## src/rtl/word_to_byte_tx.sv

```systemverilog
// word_to_byte_tx
// Serializes one 8*NBYTES-bit word into a stream of bytes, LSB byte first.
// Only one word is held at a time. A new word is accepted only when the block
// is idle.
//
// Ports:
//   clk         rising-edge clock
//   rst         asynchronous active-high reset
//   clear       synchronous abort; the current word is discarded
//   word_in     word to transmit
//   word_valid  word_in is valid
//   word_ready  block can accept a word (high exactly in IDLE)
//   byte_out    current byte (registered)
//   byte_valid  byte_out is valid (registered)
//   byte_ready  downstream accepts byte_out
//   busy        a frame is in progress (registered)
//   frame_done  one-cycle pulse on re-entering IDLE after a completed frame
//
// Build option: define TX_CHECKSUM_EN to append one checksum byte to each
// frame. The checksum is the XOR of all data bytes in the frame.
//
// state | meaning
// IDLE  | waiting for a word; word_ready=1
// SEND  | presenting data byte[index]
// CHK   | presenting checksum byte (TX_CHECKSUM_EN only)
module word_to_byte_tx #(
    parameter int NBYTES = 8
) (
    input  logic                  clk,
    input  logic                  rst,
    input  logic                  clear,
    input  logic [8*NBYTES-1:0]   word_in,
    input  logic                  word_valid,
    output logic                  word_ready,
    output logic [7:0]            byte_out,
    output logic                  byte_valid,
    input  logic                  byte_ready,
    output logic                  busy,
    output logic                  frame_done
);

    localparam int IDX_W = $clog2(NBYTES + 1);
    localparam logic [IDX_W-1:0] LAST_IDX = IDX_W'(NBYTES - 1);

`ifdef TX_CHECKSUM_EN
    typedef enum logic [1:0] {IDLE = 2'd0, SEND = 2'd1, CHK = 2'd2} state_t;
    logic [7:0]           checksum;
`else
    typedef enum logic [1:0] {IDLE = 2'd0, SEND = 2'd1} state_t;
`endif

    state_t               state;
    logic [8*NBYTES-1:0]  shreg;   // bytes not yet loaded into byte_out
    logic [IDX_W-1:0]     index;

    assign word_ready = (state == IDLE);

    always_ff @(posedge clk or posedge rst) begin
        if (rst) begin
            state      <= IDLE;
            shreg      <= '0;
            index      <= '0;
            byte_out   <= 8'h00;
            byte_valid <= 1'b0;
            busy       <= 1'b0;
            frame_done <= 1'b0;
`ifdef TX_CHECKSUM_EN
            checksum   <= 8'h00;
`endif
        end else begin
            frame_done <= 1'b0;
            if (clear) begin
                // Abort takes priority over any accept or byte transfer.
                state      <= IDLE;
                index      <= '0;
                byte_valid <= 1'b0;
                busy       <= 1'b0;
            end else begin
                case (state)
                    IDLE: begin
                        if (word_valid) begin
                            state      <= SEND;
                            byte_out   <= word_in[7:0];
                            shreg      <= word_in >> 8;
                            index      <= '0;
                            byte_valid <= 1'b1;
                            busy       <= 1'b1;
`ifdef TX_CHECKSUM_EN
                            checksum   <= 8'h00;
`endif
                        end
                    end
                    SEND: begin
                        // byte_valid is always high here, so byte_ready alone
                        // marks a transfer; when stalled, everything holds.
                        if (byte_ready) begin
                            index <= index + IDX_W'(1);
`ifdef TX_CHECKSUM_EN
                            checksum <= checksum ^ byte_out;
`endif
                            if (index == LAST_IDX) begin
`ifdef TX_CHECKSUM_EN
                                // The running checksum still lacks this last
                                // byte, so it is folded in here.
                                state    <= CHK;
                                byte_out <= checksum ^ byte_out;
`else
                                state      <= IDLE;
                                byte_valid <= 1'b0;
                                busy       <= 1'b0;
                                frame_done <= 1'b1;
`endif
                            end else begin
                                byte_out <= shreg[7:0];
                                shreg    <= shreg >> 8;
                            end
                        end
                    end
`ifdef TX_CHECKSUM_EN
                    CHK: begin
                        if (byte_ready) begin
                            state      <= IDLE;
                            byte_valid <= 1'b0;
                            busy       <= 1'b0;
                            frame_done <= 1'b1;
                        end
                    end
`endif
                    default: begin
                        state      <= IDLE;
                        byte_valid <= 1'b0;
                        busy       <= 1'b0;
                    end
                endcase
            end
        end
    end

endmodule

```

## config.mk

```make
export PLATFORM = sky130hd
export DESIGN_NAME = word_to_byte_tx
export DESIGN_NICKNAME = d
export VERILOG_FILES = /design/src/rtl/word_to_byte_tx.sv
export SDC_FILE = /design/constraint.sdc
export NUM_CORES = 1
export LEC_CHECK = 0
export CAP_MARGIN = 40
export CORE_MARGIN = 3
export CORE_UTILIZATION = 45
export CTS_BUF_LIST = sky130_fd_sc_hd__clkbuf_16
export CTS_CLUSTER_SIZE = 12
export DETAILED_ROUTE_END_ITERATION = 12
export PLACE_DENSITY = 0.85
export SYNTH_ARGS = -nofsm -noshare
export SYNTH_HDL_FRONTEND = slang
export SYNTH_SLANG_ARGS = --single-unit
```

## constraint.sdc

```tcl
create_clock -name clk -period 2.6 [get_ports clk]
set_input_delay 0.78 -clock clk [delete_from_list [all_inputs] [get_ports clk]]
set_output_delay 0.78 -clock clk [all_outputs]
set_load 0.03 [all_outputs]
```

Word level (Yosys, flattened, before mapping)
Index checks and enable logic that the tools add are counted.

word-level totals
  bits in registers = 80
  bits of input ports = 69
  output and inout port bits = 12

cells by class
  $add $sub $neg = 1
  eq/ne operators = 8
  muxes and demuxes = 26
  bitwise operators = 1
  reduce and logical (&&, ||, !) cells = 6

operators with widths
  kind                                                                    count
  64-bit 2-to-1 mux                                                       3
  64-bit one-hot mux with 2 select lines                                  1
  8-bit 2-to-1 mux                                                        3
  8-bit one-hot mux with 2 select lines                                   1
  4-bit 2-to-1 mux                                                        3
  3-bit != test (second input constant)                                   3
  1-bit 2-to-1 mux                                                        8
  2-bit 2-to-1 mux                                                        4
  4-bit one-hot mux with 2 select lines                                   1
  2-bit != test (second input constant)                                   3
  3-bit AND reduction                                                     2
  5-bit AND reduction                                                     1
  4-bit by 1-bit adder with 4-bit output (second input constant)          1
  4-bit by 3-bit equality test with 1-bit output (second input constant)  1
  2-bit one-hot mux with 2 select lines                                   1
  3-bit nonzero test                                                      1
  2-bit by 1-bit equality test with 1-bit output (second input constant)  1
  2-bit zero test                                                         1
  1-bit one-hot mux with 2 select lines                                   1
  2-bit nonzero test                                                      1
  1-bit inverter                                                          1

Depth between registers and ports, before layout
Gate-level depths: netlist (run 1).

  depth after elaboration = 5
  mapped depth = 6
  gate-level depth less buffers = 4

Worst setup path after synthesis (run 1)
Ideal clock, no wire load.

  path kind = input to register
  start = input port byte_ready
  end = register byte_out[4]
  setup time = 0.123 ns
  arrival time = 1.720 ns
  required time = 2.477 ns
  setup slack = 0.757 ns
  stages = 6
  buffers on the path = 3
  cells stage by stage = buf_2 -> nand3b_1 -> or2_1 -> buf_6 -> buf_6 -> o221a_1

between the ends
  word-level cells in the longest chain between the ends = 2

RTL lines
  element                               RTL line  source
  start, declared                       37        input logic byte_ready,
  2-bit != test (no source line)        -
  5-bit AND reduction (no source line)  -
  end signal, assigned                  83        byte_out <= word_in[7:0];
  end signal, assigned                  114       byte_out <= shreg[7:0];
  end, declared                         35        output logic [7:0] byte_out,

Every way passes these cells.
A chain may end at the register's enable or synchronous reset.

==> reports/summary.txt, run 1 <==
Final instance area = 4600 um2
FFs w/ async S/R, synth = 100%
Crit path from = busy$_DFFE_PP0P_
Post-CTS Resized = 0
CTS Buf Count = 9
Switching Fraction = 27.8%
Dpl hpwl = 6.04 mm
Critical path type = flop to primary output
GPL Wtd Cong = 0.831
Die H = 93.3 um
Clk pwr share = 35.3%
Req. time, crit path = 1.82 ns
Length of the first detailed-routing pass in iterations = 5
# IOs = 81
Crit Path Max Fanout = 5
Seq cells post-synth = 70
Via count = 3,137
Multi-input gate area = 1450 um2
Combinational Power Share = 20.5%
Max clock buf depth = 2
Commonest non-fill, non-tap cell in the layout = clkdlybuf4s50_1
CP endpoint kind = primary output
Placement Rows = 31
Syn Inst Count = 340
WL per Instance = 17.8 um
Final worst-path cycle share = 90.0%
Worst Tran Pin Value = 0.480 ns
Final max-slew violation count = 0
CP Cell Sequence = inv_1, clkdlybuf4s50_1
Static Leak = 1.78 nW
Fmax = 427 MHz
Area post-placement = 4320 um2
Most frequent cells in the layout = clkdlybuf4s50_1, dfrtp_1, nor2_1
Flop pwr share = 44.2%
Clk sinks = 70
Largest stage delay on the critical path = 0.69 ns
First-pass GRT wire length = 15.3 mm
Max Clock Skew = 0.00708 ns
Fin crit period = 2.34 ns
Worst path arrival time = 1.56 ns
Total GRT Usage = 22.2%
Min-Delay Startpoint = shreg[49]$_DFFE_PP0P_
Synth cell types = 39
WL final = 9.09 mm
Dominant synthesized flop cell = dfrtp_1
IO buf count = 80
Setup Buffers After CTS = 0
Final net count = 478
Antenna cell count = 0
RSZ-0062 raised after global routing = no
Placed insts = 496
Sw power = 0.920 mW
Synth warn = 0
Die Wd = 93.3 um
H-tree Lvls = 3
Final Hold Vio Count = 0
Initial antenna violation count = 0
Synthesized Nets = 410
CTS tree = done
Worst hold path class = flop to flop
Post-synth EDFFs = 0
Avg Cell Area, Syn = 10.1 um2
Core ar. = 7330 um2
DR iter-0 viols = 239
Layout cells sized above 1 = 12.1%
Fill cells = 563
Worst-path clk slew = 0.05 ns
Slew HR = 67.8%
CTS root buf = clkbuf_16
Starting Density = 46.8%
Post-Syn Area = 3430 um2
Setup-violating endpoint count in the final report = 0
Status = finished clean
Int Power = 2.39 mW
VDD IR max = 0.000376 V
Post-route insts no fill = 511
Remaining Overflow, GRT = 0
Post-route DRC = 0
Remaining antenna violation count = 0
Hold_ws = 0.523 ns
Power, Total = 3.31 mW
Die Footprint = 8710 um2
Max Cap Viol = 0
CTS Hold Bufs = 0
Largest net degree at the start of global routing = 56
Vias per Instance = 6.14
Reg-to-Reg Start = busy$_DFFE_PP0P_
Clk_lat worst skew = 0.34 ns
Sequential area share after synthesis = 51.0%
PD cells = 720 nW/um2
Slowest CP cell = clkdlybuf4s50_1
Setup crit start kind = flop
Vias in the first global route = 3,200
Synthesis-to-finish area growth = 33.9%
Final Util = 62.7%
FF/Latch Area = 1750 um2
==> logic make-up (layout without fill, tap and decap cells) <==
kind of cell / count (synthesis) / in the layout / share of synthesized area, %
AO/OA/AOI/OAI: 125 / 125 / 28.1
AND/OR/NAND/NOR: 96 / 96 / 12.9
flip-flops: 70 / 70 / 51.0
buffers and inverters: 46 / 118 / 7.00
adder cells (fa/ha/maj): 1 / 1 / 0.364
XOR/XNOR: 1 / 1 / 0.255
multiplexers: 1 / 1 / 0.328
==> metrics by stage <==
| step | setup slack, ns | TNS (ns) |
|---|---|---|
| 2_1_floorplan | 0.0518 | 0 |
| 3_3_place_gp | -0.0601 | -1.12 |
| 3_5_place_dp | 0.102 | 0 |
| 4_1_cts | 0.255 | 0 |
| 5_1_grt | 0.209 | 0 |
| 6_report | 0.260 | 0 |
==> flip-flops by register name, indices dropped and copies added, names as in the netlist <==
signal / cells
busy: 1
index: 4
frame_done: 1
shreg: 56
byte_out: 8
==> per-layer routing <==
layer  share of wire (%)  vias up  GRT usage [%]
met5                   0        -              0
met4                 2.7        0           8.91
met3                 7.1       27           5.87
met2                  50      142           36.9
met1                  40     1541           27.6
li1                    -     1427              -
==> final timing paths <==
| path | to | slack [ns] | depth (start not counted) |
|---|---|---|---|
| worst max-delay path | word_ready | 0.26 | 2 |
| worst min-delay path | shreg[49]$_DFFE_PP0P_ | 0.52 | 2 |
| worst max register to register | shreg[6]$_DFFE_PP0P_ | 0.69 | 5 |
| worst min register to register | shreg[49]$_DFFE_PP0P_ | 0.52 | 2 |
| max in group asynchronous | byte_out[3]$_DFFE_PP0P_ | 1.27 | 3 |
| min in group asynchronous | shreg[48]$_DFFE_PP0P_ | 0.74 | 2 |
==> worst max-delay path: cells and delay by family (launching register included) <==
| family | cells | cell delay, ns |
|---|---|---|
| DFF | 1 | 0.41 |
| buffers and inverters | 2 | 0.82 |
==> synth_stat cells, types with 2 or more instances <==
cell	count	area [um2]
dfrtp_1	70	1750
nor2_1	49	184
a21oi_1	44	220
o32ai_1	31	272
nand2_1	17	63.8
o221a_2	16	180
buf_2	15	75.1
nor3_1	12	60.1
clkbuf_1	11	41.3
o221a_1	9	101
o32a_1	9	90.1
inv_1	8	30.0
o21ai_0	8	40.0
buf_6	5	56.3
buf_1	4	15.0
o211ai_1	4	30.0
buf_4	3	22.5
and4b_1	2	20.0
nand3_1	2	10.0
nor2b_1	2	12.5
==> power by group through the flow <==
stage	registers [mW]	logic, mW	clock network, mW
finish	1.46	0.680	1.17
global route	1.48	0.748	1.22
CTS	1.45	0.683	1.18
detailed placement	1.47	0.679	0
global placement	1.45	0.654	0
floorplan	1.48	0.372	0
==> layout make-up <==
cell class | count | share of cell area (%)
Inverter | 8 | 0.653
Clock inverter | 6 | 1.20
Sequential cell | 70 | 38.1
Tap cell | 99 | 2.69
Timing Repair Buffer | 95 | 21.0
Clock buffer | 9 | 4.90
Multi-Input combinational cell | 224 | 31.5
Note: power is estimated with default switching activity, not from simulation.
==> run 2: changes to the inputs <==
--- a/config.mk
+++ b/config.mk
@@ -6,12 +6,11 @@
 export NUM_CORES = 1
 export LEC_CHECK = 0
 export CAP_MARGIN = 40
-export CORE_MARGIN = 3
 export CORE_UTILIZATION = 45
 export CTS_BUF_LIST = sky130_fd_sc_hd__clkbuf_16
 export CTS_CLUSTER_SIZE = 12
 export DETAILED_ROUTE_END_ITERATION = 12
-export PLACE_DENSITY = 0.85
+export PLACE_DENSITY = 0.81
 export SYNTH_ARGS = -nofsm -noshare
 export SYNTH_HDL_FRONTEND = slang
 export SYNTH_SLANG_ARGS = --single-unit
==> constraint.sdc (replaced) <==
create_clock -name clk -period 2.8 [get_ports clk]
set_input_delay 0.84 -clock clk [delete_from_list [all_inputs] [get_ports clk]]
set_output_delay 0.84 -clock clk [all_outputs]
set_load 0.03 [all_outputs]
==> run 2 against run 1 <==
  * Non-clock buffer count increased by 1
  * Hold slack improved by 0.019 ns
  * Global-route usage increased by 1.7 points
  * Utilization increased by 0.12 points
  * Via count decreased by 1.9%
  * Flip-flop and latch count unchanged
  * Register-to-register slack improved by 0.16 ns
  * Clock-buffer cell count unchanged
  * Power decreased by 6.5%
  * Setup slack got worse by 0.0092 ns
  * Critical path type unchanged
  * Critical endpoint unchanged
  * Highest routed layer unchanged
==> reports/summary.txt, run 2 (same netlist as run 1, synthesis figures left out) <==
Remaining antenna violation count = 0 (unchanged)
Flop pwr share = 43.7% (was 44.2%)
Worst path arrival time = 1.71 ns (was 1.56 ns)
Vias in the first global route = 2,975 (was 3,200)
Die H = 89.3 um (was 93.3 um)
Setup Slack @ Placement = 0.231 ns (was 0.102 ns)
Setup Buffers After CTS = 0 (unchanged)
Antenna cell count = 0 (unchanged)
CTS Buf Count = 9 (unchanged)
Final Hold Vio Count = 0 (unchanged)
Max Cap Viol = 0 (unchanged)
Crit path from = busy$_DFFE_PP0P_ (unchanged)
Power, Total = 3.09 mW (was 3.31 mW)
PD cells = 672 nW/um2 (was 720 nW/um2)
Dpl hpwl = 5.79 mm (was 6.04 mm)
Core ar. = 7330 um2 (unchanged)
Final net count = 479 (was 478)
PnR worst setup slack = 0.251 ns (was 0.260 ns)
Placement Rows = 31 (unchanged)
Starting Density = 46.8% (unchanged)
Setup crit start kind = flop (unchanged)
DR iter-0 viols = 200 (was 239)
Post-route DRC = 0 (unchanged)
VDD IR max = 0.000412 V (was 0.000376 V)
Remaining Overflow, GRT = 0 (unchanged)
Max reg flops = 56 (unchanged)
Critical path type = flop to primary output (unchanged)
Final worst-path cycle share = 91.0%
Req. time, crit path = 1.96 ns (was 1.82 ns)
WL per Instance = 17.2 um (was 17.8 um)
H-tree Lvls = 3 (unchanged)
Switching Fraction = 28.0% (was 27.8%)
Setup-violating endpoint count in the final report = 0 (unchanged)
Fmax = 392 MHz
Total negative slack = 0 ns (unchanged)
CTS root buf = clkbuf_16 (unchanged)
CP endpoint kind = primary output (unchanged)
RSZ-0062 raised after global routing = no (unchanged)
Worst Tran Pin Value = 0.711 ns (was 0.480 ns)
Slowest CP cell = clkdlybuf4s50_1 (unchanged)
Worst-path clk slew = 0.05 ns (about the same)
Vias per Instance = 6.00 (was 6.14)
Max clock buf depth = 2 (unchanged)
Status = finished clean (unchanged)
Via count = 3,077 (was 3,137)
IO buf count = 80 (unchanged)
Total GRT Usage = 23.9% (was 22.2%)
Post-CTS Resized = 0 (unchanged)
Clk sinks = 70 (unchanged)
CP Cell Sequence = inv_1, clkdlybuf4s50_1 (unchanged)
Int Power = 2.23 mW (was 2.39 mW)
Clk_lat worst skew = 0.33 ns (was 0.34 ns)
Min-Delay Startpoint = shreg[53]$_DFFE_PP0P_ (was shreg[49]$_DFFE_PP0P_)
Commonest non-fill, non-tap cell in the layout = clkdlybuf4s50_1 (unchanged)
Max Clock Skew = 0.00529 ns (was 0.00708 ns)
Final max-slew violation count = 0 (unchanged)
Placed insts = 497 (was 496)
Largest stage delay on the critical path = 0.68 ns (was 0.69 ns)
Combinational Power Share = 20.3% (was 20.5%)
Reg-to-Reg Start = index[0]$_DFFE_PP0P_ (was busy$_DFFE_PP0P_)
Largest Register = shreg (unchanged)
Worst hold path class = flop to flop (unchanged)
First-pass GRT wire length = 14.3 mm (was 15.3 mm)
CTS tree = done (unchanged)
Crit Path Max Fanout = 15 (was 5)
Sw power = 0.865 mW (was 0.920 mW)
Largest net degree at the start of global routing = 71 (was 56)
Die Footprint = 7980 um2 (was 8710 um2)
Slew HR = 52.3% (was 67.8%)
CTS Hold Bufs = 0 (unchanged)
Layout cells sized above 1 = 12.8% (was 12.1%)
Fin crit period = 2.55 ns
# IOs = 81 (unchanged)
Length of the first detailed-routing pass in iterations = 4 (was 5)
Most frequent cells in the layout = clkdlybuf4s50_1, dfrtp_1, nor2_1 (unchanged)
Buf/Inv on CP = 2 (unchanged)
Delay-heaviest family, CP = buffers and inverters (unchanged)
Die Wd = 89.3 um (was 93.3 um)
WL final = 8.80 mm (was 9.09 mm)
Top Registers = shreg: 56 flops, byte_out: 8 flops, index: 4 flops (unchanged)
GPL Wtd Cong = 0.760 (was 0.831)
Static Leak = 1.79 nW (was 1.78 nW)
Synthesis-to-finish area growth = 34.1% (was 33.9%)
Clk pwr share = 36.0% (was 35.3%)
Post-route insts no fill = 513 (was 511)
Initial antenna violation count = 0 (unchanged)
R2R setup slack = 0.85 ns (was 0.69 ns)
run 2: changes by cell type in the layout (fill, tap and decap cells not counted):
cell and delta:
buf_12 -1, buf_4 +1, buf_6 +1, clkinv_1 -1
clkinv_2 +1, inv_6 +1
run 2: stage by stage:
| stage | cell area, um2 | utilization, % | hold WS (ns) |
|---|---|---|---|
| 2_1_floorplan | 3430 | - | 0.503 |
| 4_1_cts | 4610 | 62.8 | 0.543 |
| 5_1_grt | 4610 | 62.8 | 0.566 |
| 6_report | 4610 | 62.8 | 0.542 |
| 3_5_place_dp | 4320 | 58.9 | 0.530 |
| 3_3_place_gp | 4300 | 58.7 | 0.516 |
run 2: area by class of cell:
type                            count  area, um2
Clock buffer                        9        225
Clock inverter                      7       65.1
Fill cell                         561       2730
Inverter                            8       30.0
Multi-Input combinational cell    224       1450
Sequential cell                    70       1750
Tap cell                           99        124
Timing Repair Buffer               96        962
run 2: path summary, 6_finish.rpt:
path,end,cells past startpoint
hold / removal,shreg[53]$_DFFE_PP0P_,2
min in group asynchronous,shreg[48]$_DFFE_PP0P_,3
hold reg to reg,shreg[53]$_DFFE_PP0P_,2
setup reg to reg,shreg[47]$_DFFE_PP0P_,5
setup / recovery,word_ready,2
max in group asynchronous,shreg[54]$_DFFE_PP0P_,3
run 2: power by group through the flow:
stage          clock network [mW]  registers (mW)  logic [mW]
3_3_place_gp                    0            1.35       0.603
2_1_floorplan                   0            1.37       0.345
6_report                     1.11            1.35       0.627
5_1_grt                      1.17            1.37       0.690
4_1_cts                      1.12            1.35       0.632
3_5_place_dp                    0            1.36       0.628
run 2: routing by layer:
layer / wire [um] / vias to the layer above / share of wire, % / GRT usage, %
met1: 3880 / 1517 / 44 / 31.7
met3: 510 / 18 / 5.8 / 5.26
met4: 207 / 0 / 2.4 / 9.96
met5: 0 / - / 0 / 0
li1: - / 1425 / - / -
met2: 4210 / 117 / 48 / 38.3
run 2: worst register-to-register path: cells and delay by family (launching register included):
| kind | cells | cell delay [ns] |
|---|---|---|
| AO/OA/AOI/OAI | 1 | 0.20 |
| adder cells (fa/ha/maj) | 1 | 0.24 |
| AND/OR/NAND/NOR | 2 | 0.79 |
| flip-flops | 1 | 0.41 |
| buffers and inverters | 1 | 0.26 |
